--- config.mk ---
export PLATFORM = sky130hd
export DESIGN_NAME = mem_stage_ctrl_flat
export DESIGN_NICKNAME = d
export VERILOG_FILES = /design/src/rtl/mem_stage_ctrl_pkg.sv /design/src/rtl/mem_stage_ctrl_if.sv /design/src/rtl/mem_stage_ctrl_sp_unit.sv /design/src/rtl/mem_stage_ctrl.sv /design/src/flat_wrapper.sv
export SDC_FILE = /design/constraint.sdc
export NUM_CORES = 1
export LEC_CHECK = 0
export BUFFER_PORTS_ARGS = -buffer_cell sky130_fd_sc_hd__buf_2
export CAP_MARGIN = 20
export CORE_ASPECT_RATIO = 0.75
export CORE_MARGIN = 2
export CORE_UTILIZATION = 28
export DETAILED_ROUTE_END_ITERATION = 7
export PLACE_DENSITY = 0.52
export SLEW_MARGIN = 20
export SYNTH_ARGS = -nofsm -noshare
export SYNTH_HDL_FRONTEND = slang
export SYNTH_SLANG_ARGS = --single-unit
--- constraint.sdc ---
create_clock -name clk -period 2 [get_ports clk]
set_clock_uncertainty 0.05 [all_clocks]
set_input_delay 0.1 -clock clk [delete_from_list [all_inputs] [get_ports clk]]
set_output_delay 0.1 -clock clk [all_outputs]
set_load 0.005 [all_outputs]
--- src/rtl/mem_stage_ctrl_pkg.sv ---
`default_nettype none
// ============================================================================
//  Module      : mem_stage_ctrl_pkg
//  Description : Shared types and constants for the memory-stage controller.
//                Holds the FSM state encoding, the default data-memory
//                address width and the stack-top derivation.
//  Revision    : 1.0 - initial release
// ============================================================================
package mem_stage_ctrl_pkg;

    // Default data-memory word-address width (16-bit words).
    localparam int c_ADDR_W_DFLT = 11;

    // Two-word PC push/pop sequencer state, explicitly encoded.
    typedef enum logic [0:0] {
        IDLE = 1'b0,
        PC2  = 1'b1
    } state_t;

    // The stack starts at the highest word address and grows downward.
    function automatic int stack_top_f(input int addr_w);
        return (1 << addr_w) - 1;
    endfunction

endpackage
`default_nettype wire

--- src/rtl/mem_stage_ctrl_if.sv ---
`default_nettype none
// ============================================================================
//  Module      : mem_stage_ctrl_if
//  Description : Data-memory bus between the memory-stage controller and
//                the data memory. Read data is combinational from the
//                address; writes commit on the clock edge when dmem_we is set.
//  Ports       : dmem_addr  - word address
//                dmem_wdata - write data
//                dmem_we    - write enable
//                dmem_rdata - read data returned by memory
//  Revision    : 1.0 - initial release
// ============================================================================
interface mem_stage_ctrl_if #(
    parameter int ADDR_W = 11
) ();

    logic [ADDR_W-1:0] dmem_addr;
    logic [15:0]       dmem_wdata;
    logic              dmem_we;
    logic [15:0]       dmem_rdata;

    // Controller side drives address/data/enable and consumes read data.
    modport master (
        output dmem_addr,
        output dmem_wdata,
        output dmem_we,
        input  dmem_rdata
    );

    // Memory side.
    modport slave (
        input  dmem_addr,
        input  dmem_wdata,
        input  dmem_we,
        output dmem_rdata
    );

endinterface
`default_nettype wire

--- src/rtl/mem_stage_ctrl_sp_unit.sv ---
`default_nettype none
// ============================================================================
//  Module      : mem_stage_ctrl_sp_unit
//  Description : Stack-pointer register. Decrements on a push word,
//                increments on a pop word, wraps modulo 2**ADDR_W, and
//                raises a sticky fault on push at SP==0 or pop at
//                SP==STACK_TOP. The fault clears only on reset.
//  Ports       : clk, rst_n   - clock, asynchronous active-low reset
//                i_sp_dec     - push word this cycle
//                i_sp_inc     - pop word this cycle
//                o_sp         - current SP
//                o_sp_plus1   - SP+1 (pop address)
//                o_sp_fault   - sticky overflow/underflow flag
//  Revision    : 1.0 - initial release
// ============================================================================
module mem_stage_ctrl_sp_unit #(
    parameter int ADDR_W    = 11,
    parameter int STACK_TOP = 2047
) (
    input  wire logic              clk,
    input  wire logic              rst_n,
    input  wire logic              i_sp_dec,
    input  wire logic              i_sp_inc,
    output logic      [ADDR_W-1:0] o_sp,
    output logic      [ADDR_W-1:0] o_sp_plus1,
    output logic                   o_sp_fault
);

    localparam logic [ADDR_W-1:0] c_TOP  = ADDR_W'(STACK_TOP);
    localparam logic [ADDR_W-1:0] c_ZERO = '0;
    localparam logic [ADDR_W-1:0] c_ONE  = ADDR_W'(1);

    logic [ADDR_W-1:0] r_sp;
    logic              r_fault;

    // Decrement wins if both are requested; the controller never asks for both.
    always_ff @(posedge clk or negedge rst_n) begin
        if (!rst_n) begin
            r_sp    <= c_TOP;
            r_fault <= 1'b0;
        end else if (i_sp_dec) begin
            r_sp <= r_sp - c_ONE;
            if (r_sp == c_ZERO) r_fault <= 1'b1;
        end else if (i_sp_inc) begin
            r_sp <= r_sp + c_ONE;
            if (r_sp == c_TOP) r_fault <= 1'b1;
        end
    end

    assign o_sp       = r_sp;
    assign o_sp_plus1 = r_sp + c_ONE;
    assign o_sp_fault = r_fault;

endmodule
`default_nettype wire

--- src/rtl/mem_stage_ctrl.sv ---
`default_nettype none
// ============================================================================
//  Module      : mem_stage_ctrl
//  Description : Memory-stage controller with integrated MEM/WB register.
//                Drives data memory, owns the stack pointer, sequences
//                two-word PC push (CALL/INT) and pop (RET/RTI), stalls the
//                upstream stages for the first word and presents a
//                registered writeback bundle.
//  Ports       : clk, rst_n             - clock, async active-low reset
//                mem_*_in               - EX/MEM buffer outputs
//                dmem                   - data-memory bus (master side)
//                mem_stall              - upstream freeze (combinational)
//                wb_*                   - registered writeback bundle
//                pc_restore(_valid)     - popped return PC, one-cycle pulse
//                sp_out, sp_fault       - stack pointer and sticky fault
//  Revision    : 1.0 - initial release
// ============================================================================
module mem_stage_ctrl
    import mem_stage_ctrl_pkg::*;
#(
    parameter int ADDR_W    = c_ADDR_W_DFLT,
    parameter int STACK_TOP = stack_top_f(ADDR_W)
) (
    input  wire logic              clk,
    input  wire logic              rst_n,
    input  wire logic [2:0]        mem_Rdst_in,
    input  wire logic [15:0]       mem_result_in,
    input  wire logic [15:0]       mem_read_data1_in,
    input  wire logic              mem_MEM_Write_in,
    input  wire logic              mem_MEM_Read_in,
    input  wire logic              mem_STACK_SIGNAL_in,
    input  wire logic              mem_DEC_SP_in,
    input  wire logic              mem_INC_SP_in,
    input  wire logic              mem_MEM_to_REG_in,
    input  wire logic              mem_REG_Write_in,
    input  wire logic              mem_WRITE_PORT_in,
    input  wire logic              mem_PUSH_PC_in,
    input  wire logic              mem_POP_PC_in,
    input  wire logic [31:0]       mem_PC_in,
    mem_stage_ctrl_if.master       dmem,
    output logic                   mem_stall,
    output logic      [2:0]        wb_Rdst,
    output logic      [15:0]       wb_data,
    output logic                   wb_REG_Write,
    output logic                   wb_WRITE_PORT,
    output logic      [31:0]       pc_restore,
    output logic                   pc_restore_valid,
    output logic      [ADDR_W-1:0] sp_out,
    output logic                   sp_fault
);

    state_t            r_state;
    logic [15:0]       r_pc_lo;
    logic [31:0]       r_pc_restore;
    logic              r_pc_restore_valid;
    logic [2:0]        r_wb_rdst;
    logic [15:0]       r_wb_data;
    logic              r_wb_reg_write;
    logic              r_wb_write_port;

    logic [ADDR_W-1:0] w_sp;
    logic [ADDR_W-1:0] w_sp_plus1;
    logic              w_sp_fault;

    logic              w_push_pc;
    logic              w_pop_pc;
    logic              w_push;
    logic              w_pop;

    state_t            w_next_state;
    logic [ADDR_W-1:0] w_addr;
    logic [15:0]       w_wdata;
    logic              w_we;
    logic              w_sp_dec;
    logic              w_sp_inc;
    logic              w_stall;
    logic              w_use_rdata;
    logic              w_latch_pc_lo;
    logic              w_restore_pc;

    // Operation decode. PUSH_PC outranks POP_PC; both outrank single-word
    // stack operations, which in turn outrank a plain access.
    assign w_push_pc = mem_PUSH_PC_in;
    assign w_pop_pc  = mem_POP_PC_in & ~mem_PUSH_PC_in;
    assign w_push    = mem_STACK_SIGNAL_in & mem_DEC_SP_in & mem_MEM_Write_in;
    assign w_pop     = mem_STACK_SIGNAL_in & mem_INC_SP_in & mem_MEM_Read_in;

    always_comb begin
        w_next_state  = IDLE;
        w_addr        = mem_result_in[ADDR_W-1:0];
        w_wdata       = mem_read_data1_in;
        w_we          = mem_MEM_Write_in;
        w_sp_dec      = 1'b0;
        w_sp_inc      = 1'b0;
        w_stall       = 1'b0;
        // Read-and-write on a plain access writes back the ALU result.
        w_use_rdata   = mem_MEM_to_REG_in & ~(mem_MEM_Read_in & mem_MEM_Write_in);
        w_latch_pc_lo = 1'b0;
        w_restore_pc  = 1'b0;

        if (r_state == IDLE) begin
            if (w_push_pc) begin
                w_addr       = w_sp;
                w_wdata      = mem_PC_in[31:16];
                w_we         = 1'b1;
                w_sp_dec     = 1'b1;
                w_stall      = 1'b1;
                w_next_state = PC2;
            end else if (w_pop_pc) begin
                w_addr        = w_sp_plus1;
                w_we          = 1'b0;
                w_sp_inc      = 1'b1;
                w_stall       = 1'b1;
                w_latch_pc_lo = 1'b1;
                w_next_state  = PC2;
            end else if (w_push) begin
                w_addr   = w_sp;
                w_we     = 1'b1;
                w_sp_dec = 1'b1;
            end else if (w_pop) begin
                w_addr      = w_sp_plus1;
                w_we        = 1'b0;
                w_sp_inc    = 1'b1;
                w_use_rdata = 1'b1;
            end
        end else begin
            // Second word: inputs are held from the first cycle.
            if (w_push_pc) begin
                w_addr   = w_sp;
                w_wdata  = mem_PC_in[15:0];
                w_we     = 1'b1;
                w_sp_dec = 1'b1;
            end else if (w_pop_pc) begin
                w_addr       = w_sp_plus1;
                w_we         = 1'b0;
                w_sp_inc     = 1'b1;
                w_restore_pc = 1'b1;
            end else begin
                w_we = 1'b0;
            end
        end
    end

    mem_stage_ctrl_sp_unit #(
        .ADDR_W    (ADDR_W),
        .STACK_TOP (STACK_TOP)
    ) u_sp_unit (
        .clk        (clk),
        .rst_n      (rst_n),
        .i_sp_dec   (w_sp_dec),
        .i_sp_inc   (w_sp_inc),
        .o_sp       (w_sp),
        .o_sp_plus1 (w_sp_plus1),
        .o_sp_fault (w_sp_fault)
    );

    // Sequencer state, MEM/WB register and PC-restore outputs.
    always_ff @(posedge clk or negedge rst_n) begin
        if (!rst_n) begin
            r_state            <= IDLE;
            r_pc_lo            <= '0;
            r_pc_restore       <= '0;
            r_pc_restore_valid <= 1'b0;
            r_wb_rdst          <= '0;
            r_wb_data          <= '0;
            r_wb_reg_write     <= 1'b0;
            r_wb_write_port    <= 1'b0;
        end else begin
            r_state            <= w_next_state;
            r_pc_restore_valid <= w_restore_pc;
            if (w_latch_pc_lo) r_pc_lo <= dmem.dmem_rdata;
            if (w_restore_pc)  r_pc_restore <= {dmem.dmem_rdata, r_pc_lo};
            r_wb_rdst          <= mem_Rdst_in;
            r_wb_data          <= w_use_rdata ? dmem.dmem_rdata : mem_result_in;
            // The stall cycle is not a real instruction completion: bubble it.
            r_wb_reg_write     <= mem_REG_Write_in  & ~w_stall;
            r_wb_write_port    <= mem_WRITE_PORT_in & ~w_stall;
        end
    end

    // Reset forces the combinational controls quiet so an aborted sequence
    // cannot issue a further write or hold the pipeline frozen.
    assign dmem.dmem_addr  = w_addr;
    assign dmem.dmem_wdata = w_wdata;
    assign dmem.dmem_we    = w_we & rst_n;
    assign mem_stall       = w_stall & rst_n;

    assign wb_Rdst          = r_wb_rdst;
    assign wb_data          = r_wb_data;
    assign wb_REG_Write     = r_wb_reg_write;
    assign wb_WRITE_PORT    = r_wb_write_port;
    assign pc_restore       = r_pc_restore;
    assign pc_restore_valid = r_pc_restore_valid;
    assign sp_out           = w_sp;
    assign sp_fault         = w_sp_fault;

endmodule
`default_nettype wire

--- src/flat_wrapper.sv ---
// flat-port wrapper written by rule: the top's interface ports become plain ports
module mem_stage_ctrl_flat import mem_stage_ctrl_pkg::*;
#(
    parameter int ADDR_W    = c_ADDR_W_DFLT,
    parameter int STACK_TOP = stack_top_f(ADDR_W)
)
  (clk, rst_n, mem_Rdst_in, mem_result_in, mem_read_data1_in, mem_MEM_Write_in, mem_MEM_Read_in, mem_STACK_SIGNAL_in, mem_DEC_SP_in, mem_INC_SP_in, mem_MEM_to_REG_in, mem_REG_Write_in, mem_WRITE_PORT_in, mem_PUSH_PC_in, mem_POP_PC_in, mem_PC_in, mem_stall, wb_Rdst, wb_data, wb_REG_Write, wb_WRITE_PORT, pc_restore, pc_restore_valid, sp_out, sp_fault, dmem_dmem_addr, dmem_dmem_wdata, dmem_dmem_we, dmem_dmem_rdata);
  mem_stage_ctrl_if #(.ADDR_W(ADDR_W)) dmem_i ();
  input  wire logic clk;
  input  wire logic rst_n;
  input  wire logic [2:0] mem_Rdst_in;
  input  wire logic [15:0] mem_result_in;
  input  wire logic [15:0] mem_read_data1_in;
  input  wire logic mem_MEM_Write_in;
  input  wire logic mem_MEM_Read_in;
  input  wire logic mem_STACK_SIGNAL_in;
  input  wire logic mem_DEC_SP_in;
  input  wire logic mem_INC_SP_in;
  input  wire logic mem_MEM_to_REG_in;
  input  wire logic mem_REG_Write_in;
  input  wire logic mem_WRITE_PORT_in;
  input  wire logic mem_PUSH_PC_in;
  input  wire logic mem_POP_PC_in;
  input  wire logic [31:0] mem_PC_in;
  output logic mem_stall;
  output logic      [2:0] wb_Rdst;
  output logic      [15:0] wb_data;
  output logic wb_REG_Write;
  output logic wb_WRITE_PORT;
  output logic      [31:0] pc_restore;
  output logic pc_restore_valid;
  output logic      [ADDR_W-1:0] sp_out;
  output logic sp_fault;
  output wire logic [$bits(dmem_i.dmem_addr)-1:0] dmem_dmem_addr;
  output wire logic [$bits(dmem_i.dmem_wdata)-1:0] dmem_dmem_wdata;
  output wire logic [$bits(dmem_i.dmem_we)-1:0] dmem_dmem_we;
  input wire logic [$bits(dmem_i.dmem_rdata)-1:0] dmem_dmem_rdata;
  assign dmem_dmem_addr = dmem_i.dmem_addr;
  assign dmem_dmem_wdata = dmem_i.dmem_wdata;
  assign dmem_dmem_we = dmem_i.dmem_we;
  assign dmem_i.dmem_rdata = dmem_dmem_rdata;
  mem_stage_ctrl #(.ADDR_W(ADDR_W), .STACK_TOP(STACK_TOP)) u_core (.clk(clk), .rst_n(rst_n), .mem_Rdst_in(mem_Rdst_in), .mem_result_in(mem_result_in), .mem_read_data1_in(mem_read_data1_in), .mem_MEM_Write_in(mem_MEM_Write_in), .mem_MEM_Read_in(mem_MEM_Read_in), .mem_STACK_SIGNAL_in(mem_STACK_SIGNAL_in), .mem_DEC_SP_in(mem_DEC_SP_in), .mem_INC_SP_in(mem_INC_SP_in), .mem_MEM_to_REG_in(mem_MEM_to_REG_in), .mem_REG_Write_in(mem_REG_Write_in), .mem_WRITE_PORT_in(mem_WRITE_PORT_in), .mem_PUSH_PC_in(mem_PUSH_PC_in), .mem_POP_PC_in(mem_POP_PC_in), .mem_PC_in(mem_PC_in), .dmem(dmem_i), .mem_stall(mem_stall), .wb_Rdst(wb_Rdst), .wb_data(wb_data), .wb_REG_Write(wb_REG_Write), .wb_WRITE_PORT(wb_WRITE_PORT), .pc_restore(pc_restore), .pc_restore_valid(pc_restore_valid), .sp_out(sp_out), .sp_fault(sp_fault));
endmodule
* Word-level counts from Yosys, hierarchy flattened *
Cells that the tools add are included.

word-level totals
  output and inout bits = 95
  word-level logic and storage cells = 75
  bits in registers = 83
  input bits = 95

operators by class
  multiplexer cells = 43
  reductions and logical operators = 4
  $add $sub $neg = 2
  equality and inequality tests = 2
  bitwise gates (word level) = 14

operators by type and width
  kind                     count
  $mux W11                 9
  $mux W16                 4
  $mux W1                  30
  $add A11 B1 Y11 const B  1
  $and A1 B1 Y1            11
  $eq A11 B11 Y1 const B   1
  $logic_not A11 Y1        1
  $sub A11 B1 Y11 const B  1
  $reduce_bool A2 Y1       2
  $not A1 Y1               3
  $reduce_and A3 Y1        1
  $ne A2 B1 Y1 const B     1

* Logic depth before layout (Yosys ltp) *
  word-level depth = 9
  gate-level depth with buffers = 6
  depth with buffers taken out = 6

* Hierarchy *
A second synthesis with hierarchy kept.

second synthesis, totals
  cell total of the unflattened synthesis = 362
  area total of the unflattened synthesis = 4242.8 µm²

modules (own cells, without submodules)
  module                  sequential area each (µm²)  cells an instance  area each (µm²)  instances
  mem_stage_ctrl          1776.7                      268                3358.2           1
  mem_stage_ctrl_sp_unit  314.1                       94                 884.6            1

* Least setup slack after synthesis *
Ideal clock, no wire load.

  kind = flip-flop to output port
  start point = register u_core.u_sp_unit.r_sp[2] (netlist: u_core.u_sp_unit.o_sp[2])
  end point = output dmem_dmem_addr[7]
  slack = 206 ps
  arrival = 1644 ps
  cell stages (with the launch flop) = 6
  cells stage by stage = dfstp_2 > buf_2 > nand3_1 > or4_1 > a21oi_1 > a221o_1

on the way
  longest elaborated chain between the ends = 6
  elaborated cells on any way between the ends = 8

ends and longest elaborated chain
  element                   line                          text
  start: declaration        mem_stage_ctrl_sp_unit.sv:33  logic [ADDR_W-1:0] r_sp;
  start signal: assignment  mem_stage_ctrl_sp_unit.sv:39  r_sp <= c_TOP;
  start signal: assignment  mem_stage_ctrl_sp_unit.sv:42  r_sp <= r_sp - c_ONE;
  start signal: assignment  mem_stage_ctrl_sp_unit.sv:45  r_sp <= r_sp + c_ONE;
  $add A11 B1 Y11 *         mem_stage_ctrl_sp_unit.sv:51  assign o_sp_plus1 = r_sp + c_ONE;
  $mux W11                  mem_stage_ctrl.sv:120         end else if (w_pop) begin
  $mux W11                  mem_stage_ctrl.sv:116         end else if (w_push) begin
  $mux W11                  mem_stage_ctrl.sv:109         end else if (w_pop_pc) begin
  $mux W11                  mem_stage_ctrl.sv:102         if (w_push_pc) begin
  $mux W11 *                mem_stage_ctrl.sv:101         if (r_state == IDLE) begin
  end: declaration          flat_wrapper.sv:34            output wire logic [$bits(dmem_i.dmem_addr)-1:0] dmem_dmem_addr;

Every way passes the cells marked *; elsewhere a longest branch is shown, timed or not.

* Final worst setup path *
  start point = register u_core.u_sp_unit.r_sp[0] (netlist: u_core.u_sp_unit.o_sp[0])
  end point = output dmem_dmem_addr[10]

Same word-level chain as after synthesis.

==> impl_metrics.json <==
{
  "grt_use_total_pct": 16.0,
  "pre_cts_slack_ns": 0.0901,
  "grt_first_pass_wirelength_um": 19200,
  "core_um2": 14400,
  "synthesis.nets": 436,
  "drive_above_1_share_pct": 59.1,
  "route.vias.total": 3745,
  "clock_power_share_pct": 27.4,
  "finalWeightedCongestion": 0.824,
  "setup_viol": 9,
  "viasPerCell": 4.73,
  "io_pins": 190,
  "drc_errors": 0,
  "drv_slew": 0,
  "postRouteAntennaNets": 0,
  "crit_required_ns": 1.85,
  "p_int_mw": 4.62,
  "post_drt_wl_per_cell_um": 15.9,
  "power_frac_seq_pct": 38.5,
  "run_status": "finished with violations",
  "fin_setup_tns_ns": -0.784,
  "max-vdd-ir-drop_mv": 0.401,
  "syn_inst": 338,
  "placed_cells": 722,
  "path_buf_inv": 1,
  "area_growth_pct": 55.1,
  "hold_ws_ns": 0.0113,
  "hp-class": "in2reg",
  "die_y_um": 108,
  "swShare_pct": 31.8,
  "drv_cap": 0,
  "start_util_pct": 28.4,
  "p_leak_nw": 2.98,
  "comb_power_share_pct": 34.2,
  "seq_area_frac_synth_pct": 51.3,
  "critPathLaunchType": "flip-flop",
  "clock_latency_ns": 0.34,
  "ys_warn_count": 0,
  "max_stage_delay_ns": 0.64,
  "dieArea_um2": 15500,
  "ys.flop_type": "dfrtp_1",
  "cts_max_level": 3,
  "fin_crit_ns": 2.14,
  "power.switching_mw": 2.15,
  "die_w_um": 143,
  "synth_cell_types": 53,
  "worstMarginPinSlew_ns": 0.375,
  "io_buffers": 189,
  "power_mw": 6.78,
  "num-fill-cells": 1411,
  "first_global_vias": 3621,
  "clkTransAtPathRegs_ns": 0.06,
  "synthesis.area_um2": 4080,
  "fmax_ghz": 0.468,
  "dpl.hpwl_um": 8840,
  "dpl_cell_area_um2": 5320,
  "endpoint_kind": "output port",
  "fin_cells": 792,
  "seqCellArea_um2": 2090,
  "rsz0062_at_grt": "yes",
  "cts_buffer_depth": 2,
  "first_pass_iters": 4,
  "critical_path_class": "reg2out",
  "diodes": 0,
  "slew_headroom_pct": 75.0,
  "rows": 38,
  "final_util_pct": 44.0,
  "overflow": 0,
  "nets": 685,
  "drt-total-wl_um": 12600,
  "async_flop_share_pct": 100,
  "crit_family": "flip-flops",
  "worst_path_max_delay_cell": "dfstp_2",
  "cp_max_fo": 7,
  "violations": "negative setup slack",
  "syn_avg_cell_area_um2": 12.1,
  "cts_tree": "built",
  "cts_sinks": 83,
  "multiInputGateArea_um2": 2020,
  "grt_max_degree": 68,
  "synth_edf_count": 0,
  "finalCritPeriodShare_pct": 107,
  "antenna_found_initial": 0,
  "stdcell_area_um2": 6320,
  "drtIter0Drc": 107,
  "critPathArrivalTime_ns": 1.99,
  "power.density_nw_per_um2": 1070,
  "numCtsBuffers": 9,
  "setup_ws_ns": -0.136,
  "cts-root-buf": "clkbuf_16",
  "cp_cell_sequence": "ha_4 > and2_4 > and4_1 > o21ai_1 > a221o_1 > buf_2",
  "hold_violations": 0,
  "ys_ff_latch": 83
}
logic make-up after synthesis:
kind of cell,Yosys count,synth area share (%)
xor gates and xnor gates,11,2.36
buffers and inverters,25,3.01
AOI/OAI and AO/OA,63,11.0
DFF,83,51.3
muxes,80,21.6
adders and majority gates,3,0.921
and+or+nand+nor,73,9.79
final cells by class:
type                    count  area share (%)
flip-flops and latches     83            33.1
clock buffers               9            3.56
inverters                   5           0.297
repair buffers            258            25.4
multi-input cells         230            32.0
clock inverters             7            1.74
well taps                 200            3.96
sequential cells by signal, indices dropped and copies added, names as in the netlist:
name	cells
u_core.wb_REG_Write	1
u_core.r_pc_lo	16
u_core.wb_data	16
u_core.u_sp_unit.o_sp	11
u_core.pc_restore_valid	1
u_core.wb_WRITE_PORT	1
u_core.pc_restore	32
u_core.u_sp_unit.o_sp_fault	1
u_core.r_state	1
u_core.wb_Rdst	3
layer usage:
metal | wire (um) | vias to the layer above | global-route usage, %
met5 | 0 | - | 0
met4 | 181 | 0 | 4.55
met3 | 1060 | 16 | 4.43
met2 | 5660 | 143 | 24.4
met1 | 5700 | 1839 | 22.3
li1 | - | 1747 | -
Yosys cell counts, types with 5 or more instances:
| library cell | number | area [um^2] |
|---|---|---|
| mux2_2 | 64 | 721 |
| clkbuf_1 | 5 | 18.8 |
| nand3_1 | 6 | 30.0 |
| nor3_1 | 5 | 25.0 |
| nand2_1 | 7 | 26.3 |
| a21oi_1 | 20 | 100 |
| o21ai_0 | 11 | 55.1 |
| buf_2 | 11 | 55.1 |
| nor2_1 | 22 | 82.6 |
| mux2i_1 | 16 | 160 |
| dfstp_2 | 11 | 289 |
| a221o_1 | 7 | 70.1 |
| xor2_1 | 7 | 61.3 |
| dfrtp_1 | 72 | 1800 |
| and3_1 | 5 | 31.3 |
| inv_1 | 5 | 18.8 |
placed cells by master, fill, tap and decap left out, types with 3 or more instances in the layout:
cell type      count
mux2i_1           16
a22oi_1            4
nor4_1             3
dfstp_2           11
o21ai_0            6
o21ai_1            4
o32ai_1            4
nand3_1            3
nor3_1             5
nor2_1            21
buf_12             3
inv_1              3
a221o_1            7
a211o_1            3
xor2_1             7
buf_4             29
dlygate4sd3_1     35
buf_6              3
mux2_2            64
and3_1             3
nor2b_1            3
nand2b_1           3
nand2_1            6
a21oi_1           18
buf_2            188
clkbuf_16          9
dfrtp_1           71
xnor2_1            3
worst paths after layout:
| path | startpoint | end | slack, ns | cells after the start |
|---|---|---|---|---|
| worst min-delay path | mem_result_in[2] | u_core.wb_data[2]$_DFF_PN0_ | 0.01 | 2 |
| worst min register to register | u_core.u_sp_unit.o_sp_fault$_DFFE_PN0P_ | u_core.u_sp_unit.o_sp_fault$_DFFE_PN0P_ | 0.41 | 1 |
| worst max register to register | u_core.r_state$_DFF_PN0_ | u_core.wb_data[15]$_DFF_PN0_ | 0.06 | 5 |
| min in group asynchronous | rst_n | u_core.wb_REG_Write$_DFF_PN0_ | 0.13 | 2 |
| worst max-delay path | u_core.u_sp_unit.o_sp[0]$_DFFE_PN1P_ | dmem_dmem_addr[10] | -0.14 | 6 |
| max in group asynchronous | rst_n | u_core.u_sp_unit.o_sp[6]$_DFFE_PN1P_ | 1.10 | 3 |
power by group through the flow:
stage	Clock, mW	Combinational [mW]	Sequential [mW]
finish	1.85	2.32	2.61
global route	1.98	2.54	2.69
CTS	1.91	2.16	2.57
detailed placement	0	1.92	2.62
global placement	0	1.90	2.59
floorplan	0	1.04	2.54
what timing repair did:
action | in CTS | in global routing
pin swaps | 5 | 9
hold buffers | 35 | 0
endpoints found under the setup margin | 10 | 11
endpoints found under the hold margin | 119 | 0
setup buffers | 9 | 10
gates resized for setup | 20 | 25
No activity file was read; power rests on OpenSTA's default activity.
